`src/rtl/systolic_result_drain.sv`:
```
// Snapshots the systolic array's PE accumulators on compute_done and streams them out one word per beat.
// Optional build macro DRAIN_ROW_MAJOR_EN selects row-major stream order; the default order is column-major.
module systolic_result_drain #(
  parameter int out_word_size = 24,
  parameter int num_row       = 4,
  parameter int num_col       = 2,
  localparam int N            = num_row * num_col,
  localparam int IW           = (N > 1) ? $clog2(N) : 1
) (
  input  logic                     clk,
  input  logic                     reset,
  input  logic                     compute_done,
  input  logic [0:N*out_word_size-1] pe_register_vals,
  input  logic [out_word_size-1:0] cycles_count,
  output logic [out_word_size-1:0] out_data,
  output logic                     out_valid,
  input  logic                     out_ready,
  output logic                     out_last,
  output logic [IW-1:0]            out_index,
  output logic                     busy,
  output logic                     drain_done,
  output logic                     overflow,
  output logic [out_word_size-1:0] tile_cycles
);

  typedef enum logic [1:0] {IDLE, STREAM, DONE} state_t;

  localparam logic [IW-1:0] K_LAST = IW'(N - 1);

  state_t                   state_q, state_d;
  logic [IW-1:0]            k_q, k_d;
  logic                     done_d;
  logic [out_word_size-1:0] snap_q [N];
  logic                     start;
  logic [IW-1:0]            sel;

  // Maps stream position k to the PE whose word goes out at that position.
  function automatic int pe_of(input int k);
`ifdef DRAIN_ROW_MAJOR_EN
    return k;
`else
    return (k % num_row) * num_col + (k / num_row);
`endif
  endfunction

  assign start = compute_done & ~done_d;
  assign sel   = IW'(pe_of(int'(k_q)));

  // NOTE: every signal gets a default before the case so no path can leave it unassigned and infer a latch.
  always_comb begin
    state_d    = state_q;
    k_d        = k_q;
    out_valid  = 1'b0;
    out_last   = 1'b0;
    out_index  = '0;
    out_data   = '0;
    busy       = 1'b0;
    drain_done = 1'b0;
    case (state_q)
      IDLE: begin
        if (start) begin
          state_d = STREAM;
          k_d     = '0;
        end
      end
      STREAM: begin
        out_valid = 1'b1;
        busy      = 1'b1;
        out_index = k_q;
        out_data  = snap_q[sel];
        out_last  = (k_q == K_LAST);
        if (out_ready) begin
          if (k_q == K_LAST) state_d = DONE;
          else               k_d     = k_q + 1'b1;
        end
      end
      DONE: begin
        drain_done = 1'b1;
        state_d    = IDLE;
      end
      default: state_d = IDLE;
    endcase
  end

  // NOTE: state is updated with non-blocking assignments so every register samples pre-edge values.
  always_ff @(posedge clk or negedge reset) begin
    if (!reset) begin
      state_q     <= IDLE;
      k_q         <= '0;
      done_d      <= 1'b0;
      overflow    <= 1'b0;
      tile_cycles <= '0;
      // NOTE: the snapshot buffer is reset too, so a stream can never expose stale data from before reset.
      for (int p = 0; p < N; p++) snap_q[p] <= '0;
    end else begin
      state_q <= state_d;
      k_q     <= k_d;
      done_d  <= compute_done;
      if (start) begin
        if (state_q == IDLE) begin
          tile_cycles <= cycles_count;
          for (int p = 0; p < N; p++)
            snap_q[p] <= pe_register_vals[p*out_word_size +: out_word_size];
        end else begin
          // A tile arriving while the previous one is still draining is dropped.
          overflow <= 1'b1;
        end
      end
    end
  end

endmodule

```
`config.mk`:
```
export PLATFORM = sky130hd
export DESIGN_NAME = systolic_result_drain
export DESIGN_NICKNAME = d
export VERILOG_FILES = /design/src/rtl/systolic_result_drain.sv
export SDC_FILE = /design/constraint.sdc
export NUM_CORES = 1
export LEC_CHECK = 0
export CAP_MARGIN = 20
export CORE_UTILIZATION = 48
export CTS_CLUSTER_SIZE = 14
export DETAILED_ROUTE_END_ITERATION = 12
export MAX_ROUTING_LAYER = met4
export PLACE_DENSITY = 0.79
export SYNTH_ARGS = -nofsm -noshare
export SYNTH_HDL_FRONTEND = slang
export SYNTH_SLANG_ARGS = --single-unit
```
`constraint.sdc`:
```
create_clock -name clk -period 2.2 [get_ports clk]
set_input_delay 0.44 -clock clk [delete_from_list [all_inputs] [get_ports clk]]
set_output_delay 0.44 -clock clk [all_outputs]
set_load 0.02 [all_outputs]
```
==> metrics, run 1 <==
CP max stage delay 0.50 ns; Sink Count 223; gr ovfl total 0; sequential share of the synthesized area 55.9%; post-synth net total 900; Worst slew margin 66.8%; Nets 1,243; Tot GR Track Use 26.1%; ratio of cells with drive above 1 in the final layout 30.6%; Fillers 1,346; CP most frequent cell buf_12; total core area 20,300 um^2; Pleak 6.49 nW; clock tree buffer depth 3; period utilization 120%; RSZ-0062 raised after global routing true; global-route wire length before repair 41,900 um; Final Skew 0.00538 ns; flops & latches, synth 223; hpwl dp 18,300 um; CP required 1.76 ns; Data arrival, critical path 2.21 ns; leading cell types in the layout, fill and taps excluded clkdlybuf4s50_1, dfrtp_1, mux2_2; Max-Cap Viols 0; initial antenna violation count 5; vias per inst 5.28; VDD IR max 0.000728 V; crit start category register; routability cong. 0.866; Yosys top cell by area dfrtp_1; DIE HEIGHT 146 um; PortBufs 275; Post-Route WL 26,600 um; worst min path class input port to register; initial DRC count 241; vias in the first global route 7,377; register area 5580 um^2; Setup violations, final 25; post-DR wirelength/cell 20.3 um; crit path kind register to primary output; fin. max-slew vios 0; worst-path maximum fanout 6; DRC 0; IO Count 276; Cell Area, Synth 9980 um^2; H-tree Lvls 1; Clk pin slew, worst setup/hold paths 0.06 ns; Final ANT Viol Nets 0; min setup slack post-route -0.450 ns; clk root buf clkbuf_16; crit-path cells buf_12 -> buf_12 -> buf_16 -> buf_4 -> mux2i_1 -> o22ai_1 -> or2_1 -> buf_6; Post-synth EDFFs 0; outcome finished with violations; setup TNS -9.38 ns; drt pass-1 iters 4; std cell rows 52; Placed Cells 1,246; area of the multi-input gates 4400 um^2; syn avg cell area 14.7 um^2; largest net degree at the start of global routing 64; Crit. End Element primary output; violated checks negative setup slack; area grow syn2layout 51.1%; Primary FF master, synth dfrtp_1; via count 6,936; most common cell after layout, fill and taps aside clkdlybuf4s50_1; maximum clock frequency 0.377 GHz; Post-Layout Cell Count 1,313; post-synthesis cell count 678; async set or reset register ratio after synthesis 100%; die width 146 um; PwrDens 1500 nW/um^2; Final Core Density 74.3%; Skew-Pair Late Insertion Delay 0.51 ns; synth warn 0; post-synth top area share 55.9%; Inserted Clock Buffers 25; Tmin final 2.65 ns; final number of hold-violating endpoints 0; Slew @ Worst Pin 0.498 ns; top post-synthesis cells by area dfrtp_1, mux2_2, mux2_1, mux2i_1, o22ai_1; CTS tree done; Yosys cell types 29; Initial Util 49.2%; die area 21,400 um^2; slowest library cell on the worst path dfrtp_4
-- stage by stage --
stage	worst slack (ns)	power, mW	cell area [um^2]	hold slack, ns
after floorplan	0.194	12.3	9980	0.144
after global placement	-0.435	16.2	13500	0.430
after detailed placement	-0.455	16.5	13500	0.427
after CTS	-0.461	22.4	15000	0.422
after global routing	-0.513	23.8	15100	0.443
final	-0.450	22.7	15100	0.438
-- cell families after synthesis --
logic type      after synthesis  share of synthesized area, %
fa+ha+maj                     2                         0.251
mux                         313                          34.1
simple gates                 41                          2.78
buf+inv                      47                          3.60
compound gates               52                          3.34
flops                       223                          55.9
-- metal layers --
metal | wire length (um) | global-route usage [%] | vias up | part of all wire [%]
li1 | - | - | 3177 | -
met1 | 11800 | 35.7 | 3500 | 44
met2 | 12700 | 39.9 | 204 | 48
met3 | 1260 | 3.72 | 55 | 4.7
met4 | 909 | 9.74 | 0 | 3.4
met5 | 0 | - | - | 0
-- repair_timing --
action                                  CTS  global route
gates cloned                              8             0
setup buffers                            10             0
pin swaps                                21            14
endpoints found under the hold margin    56             0
endpoints found under the setup margin   32            31
gates resized for setup                 212            30
hold buffers                              1             0
-- worst max-delay path, delay by kind of cell (launching register included) --
family                 cells  cell delay [ns]
AO/OA/AOI/OAI              1             0.09
AND/OR/NAND/NOR            1             0.27
flip-flops                 1             0.50
buffers and inverters      5             0.70
multiplexers               1             0.14
-- final timing paths --
kind	to	from	depth (start not counted)	slack [ns]
min	done_d$_DFF_PN0_	compute_done	1	0.44
min reg2reg	overflow$_DFFE_PN0P_	overflow$_DFFE_PN0P_	1	0.48
max	out_data[8]	k_q[0]$_DFFE_PN0P_	8	-0.45
max reg2reg	k_q[0]$_DFFE_PN0P_	k_q[0]$_DFFE_PN0P_	7	0.09
min in group asynchronous	snap_q[84]$_DFFE_PN0P_	reset	2	0.48
max in group asynchronous	snap_q[182]$_DFFE_PN0P_	reset	3	1.05
-- report_power, final --
group	switching (mW)	internal, mW	leakage (nW)
combinational	4.74	6.40	3.43
clock	1.61	2.58	0.406
sequential	1.16	6.17	2.66
total	7.51	15.1	6.49
-- state kept, by name, summed over array words and instances, names as in the netlist --
signal,count
snap_q,192
tile_cycles,24
k_q,3
state_q,2
done_d,1
overflow,1
-- synth_stat cells, types with 2 or more instances --
cell type,number
mux2_1,100
dfrtp_1,223
o22ai_1,48
buf_6,2
ha_1,2
or2_1,21
mux2_2,117
nand4bb_1,2
or2_2,3
a22o_1,2
buf_8,11
nor2_1,2
buf_2,22
clkbuf_1,6
nor2b_1,2
and2_1,4
mux2i_1,96
buf_4,4
-- final cells by class --
cell class | instances | area share [%]
clock buffer | 38 | 4.74
clock inverter | 7 | 0.730
multi-input combinational | 408 | 29.2
sequential | 223 | 37.0
timing repair buffer | 363 | 26.0
antenna | 4 | 0.0664
tap | 270 | 2.24
(Power assumes the default switching activity.)
==> inputs of run 2 (changes only) <==
==> constraint.sdc (replaced) <==
create_clock -name clk -period 2.6 [get_ports clk]
set_input_delay 0.52 -clock clk [delete_from_list [all_inputs] [get_ports clk]]
set_output_delay 0.52 -clock clk [all_outputs]
set_load 0.02 [all_outputs]
==> metrics, run 2 (synthesized netlist as in run 1, its figures left out) <==
hpwl dp 18,400 um (+0.42%); largest reg by FF count snap_q; leading cell types in the layout, fill and taps excluded clkdlybuf4s50_1, dfrtp_1, mux2_2; CTS tree done; most common cell after layout, fill and taps aside clkdlybuf4s50_1; die area 21,400 um^2 (unchanged); drt pass-1 iters 4 (unchanged); Slew @ Worst Pin 0.690 ns (+0.192 ns); die width 146 um (unchanged); initial DRC count 224 (-7.1%); worst min path class input port to asynchronous set/reset pin; Max-Cap Viols 0 (unchanged); Placed Instance Area 13,300 um^2 (-1.7%); area grow syn2layout 48.8%; routability cong. 0.824 (-4.8%); CP required 2.08 ns (+0.32 ns); Initial Util 49.2% (unchanged); gr ovfl total 0 (unchanged); outcome finished with violations; CP max stage delay 0.60 ns (+0.10 ns); final number of hold-violating endpoints 0 (unchanged); total core area 20,300 um^2 (unchanged); Regs by FF count snap_q (192), tile_cycles (24), k_q (3); DIE HEIGHT 146 um (unchanged); PwrDens 1250 nW/um^2 (-17%); crit start category register; Pleak 6.36 nW (-2.0%); worst-path maximum fanout 12 (+6); maximum clock frequency 0.374 GHz; Data arrival, critical path 2.15 ns (-0.06 ns); period utilization 103%; fin. max-slew vios 0 (unchanged); Worst slew margin 54.0% (-13 points); Largest register FFs 192 (unchanged); largest net degree at the start of global routing 87 (+36%); Setup violations, final 15 (-40%); design area 14,900 um^2 (-1.5%); Post-Route WL 27,000 um (+1.6%); PortBufs 275 (unchanged); RSZ-0062 raised after global routing true; Final Skew 0.00707 ns (+0.00168 ns); initial antenna violation count 4 (-1); H-tree Lvls 1 (unchanged); vias per inst 5.31 (+0.55%); via count 6,815 (-1.7%); clk root buf clkbuf_16; Bufs and invs on worst path 2 (-3); IO Count 276 (unchanged); crit path kind register to primary output; std cell rows 52 (unchanged); Final ANT Viol Nets 0 (unchanged); post-DR wirelength/cell 21.1 um (+4.0%); vias in the first global route 7,263 (-1.5%); Nets 1,218 (-2.0%); Tmin final 2.67 ns; Worst path top cell family by delay simple AND/OR/NAND/NOR gates; global-route wire length before repair 41,800 um (-0.31%); violated checks negative setup slack; DRC 0 (unchanged); Skew-Pair Late Insertion Delay 0.51 ns (about the same); Tot Pwr 18.5 mW (-18%); Clk pin slew, worst setup/hold paths 0.06 ns (about the same); Sink Count 223 (unchanged); Inserted Clock Buffers 24 (-4.0%); Final Core Density 73.2% (-1.1 points); min setup slack post-route -0.0705 ns (+0.379 ns); slowest library cell on the worst path or4b_4; Crit. End Element primary output; crit-path cells or4b_4 -> buf_16 -> o22ai_4 -> or2_1 -> buf_6; ratio of cells with drive above 1 in the final layout 29.2% (-1.4 points); Fillers 1,375 (+2.2%); clock tree buffer depth 3 (unchanged); Tot GR Track Use 26.1% (about the same); VDD IR max 0.000726 V (-0.27%)
==> run 2: cell count changes in the layout (fill, tap and decap cells not counted), sizes merged, moves of 2 or more <==
cell and delta:
buf -26, bufbuf -2, bufinv -2, clkdlybuf4s50 +3, clkinv -2, diode -2
dlymetal6s2s +2
==> run 2: final cells by class <==
class | instances | area (um^2) | area share [%]
clock inverter | 3 | 40.0 | 0.270
clock buffer | 38 | 734 | 4.95
timing repair buffer | 339 | 3740 | 25.2
tap | 270 | 338 | 2.27
antenna | 2 | 5.00 | 0.0337
multi-input combinational | 408 | 4410 | 29.7
sequential | 223 | 5580 | 37.6
==> run 2: report_power, final <==
group / switching [mW] / total [mW] / internal [mW]
clock network: 1.32 / 3.34 / 2.02
registers: 1.04 / 6.26 / 5.22
logic: 3.90 / 8.90 / 5.01
==> run 2: routing by layer <==
metal,global-route usage (%),vias up,wire [um]
met4,6.61,0,660
met1,35.8,3483,12400
met3,3.78,45,1140
li1,-,3110,-
met2,41.1,177,12900
met5,-,-,0
==> run 2: path summary, 6_finish.rpt <==
path	from	to	slack, ns	depth (start not counted)
max	k_q[2]$_DFFE_PN0P_	out_data[22]	-0.07	5
min	reset	snap_q[84]$_DFFE_PN0P_	0.03	1
max reg2reg	k_q[0]$_DFFE_PN0P_	k_q[0]$_DFFE_PN0P_	0.55	6
min reg2reg	snap_q[135]$_DFFE_PN0P_	snap_q[135]$_DFFE_PN0P_	0.49	1
max in group asynchronous	reset	snap_q[37]$_DFFE_PN0P_	1.88	2
min in group clk	snap_q[135]$_DFFE_PN0P_	snap_q[135]$_DFFE_PN0P_	0.49	1
==> run 2: repair_timing <==
| item | CTS | global route |
|---|---|---|
| pin swaps | 14 | 9 |
| gates cloned | 7 | 2 |
| setup buffers | 11 | 1 |
| hold buffers | 0 | 0 |
| setup endpoints to repair | 30 | 27 |
| hold endpoints to repair | 0 | 0 |
| gates resized for setup | 194 | 33 |
==> run 2: stage by stage <==
step	instances	setup TNS, ns	hold slack, ns	setup slack (ns)
floorplan	678	0	0.224	0.514
global placement	1219	-0.509	0.466	-0.134
detailed placement	1219	-0.672	0.472	-0.162
CTS	1278	-0.816	0.0534	-0.0856
global route	1283	-1.97	0.0704	-0.138
finish	1283	-0.505	0.0284	-0.0705
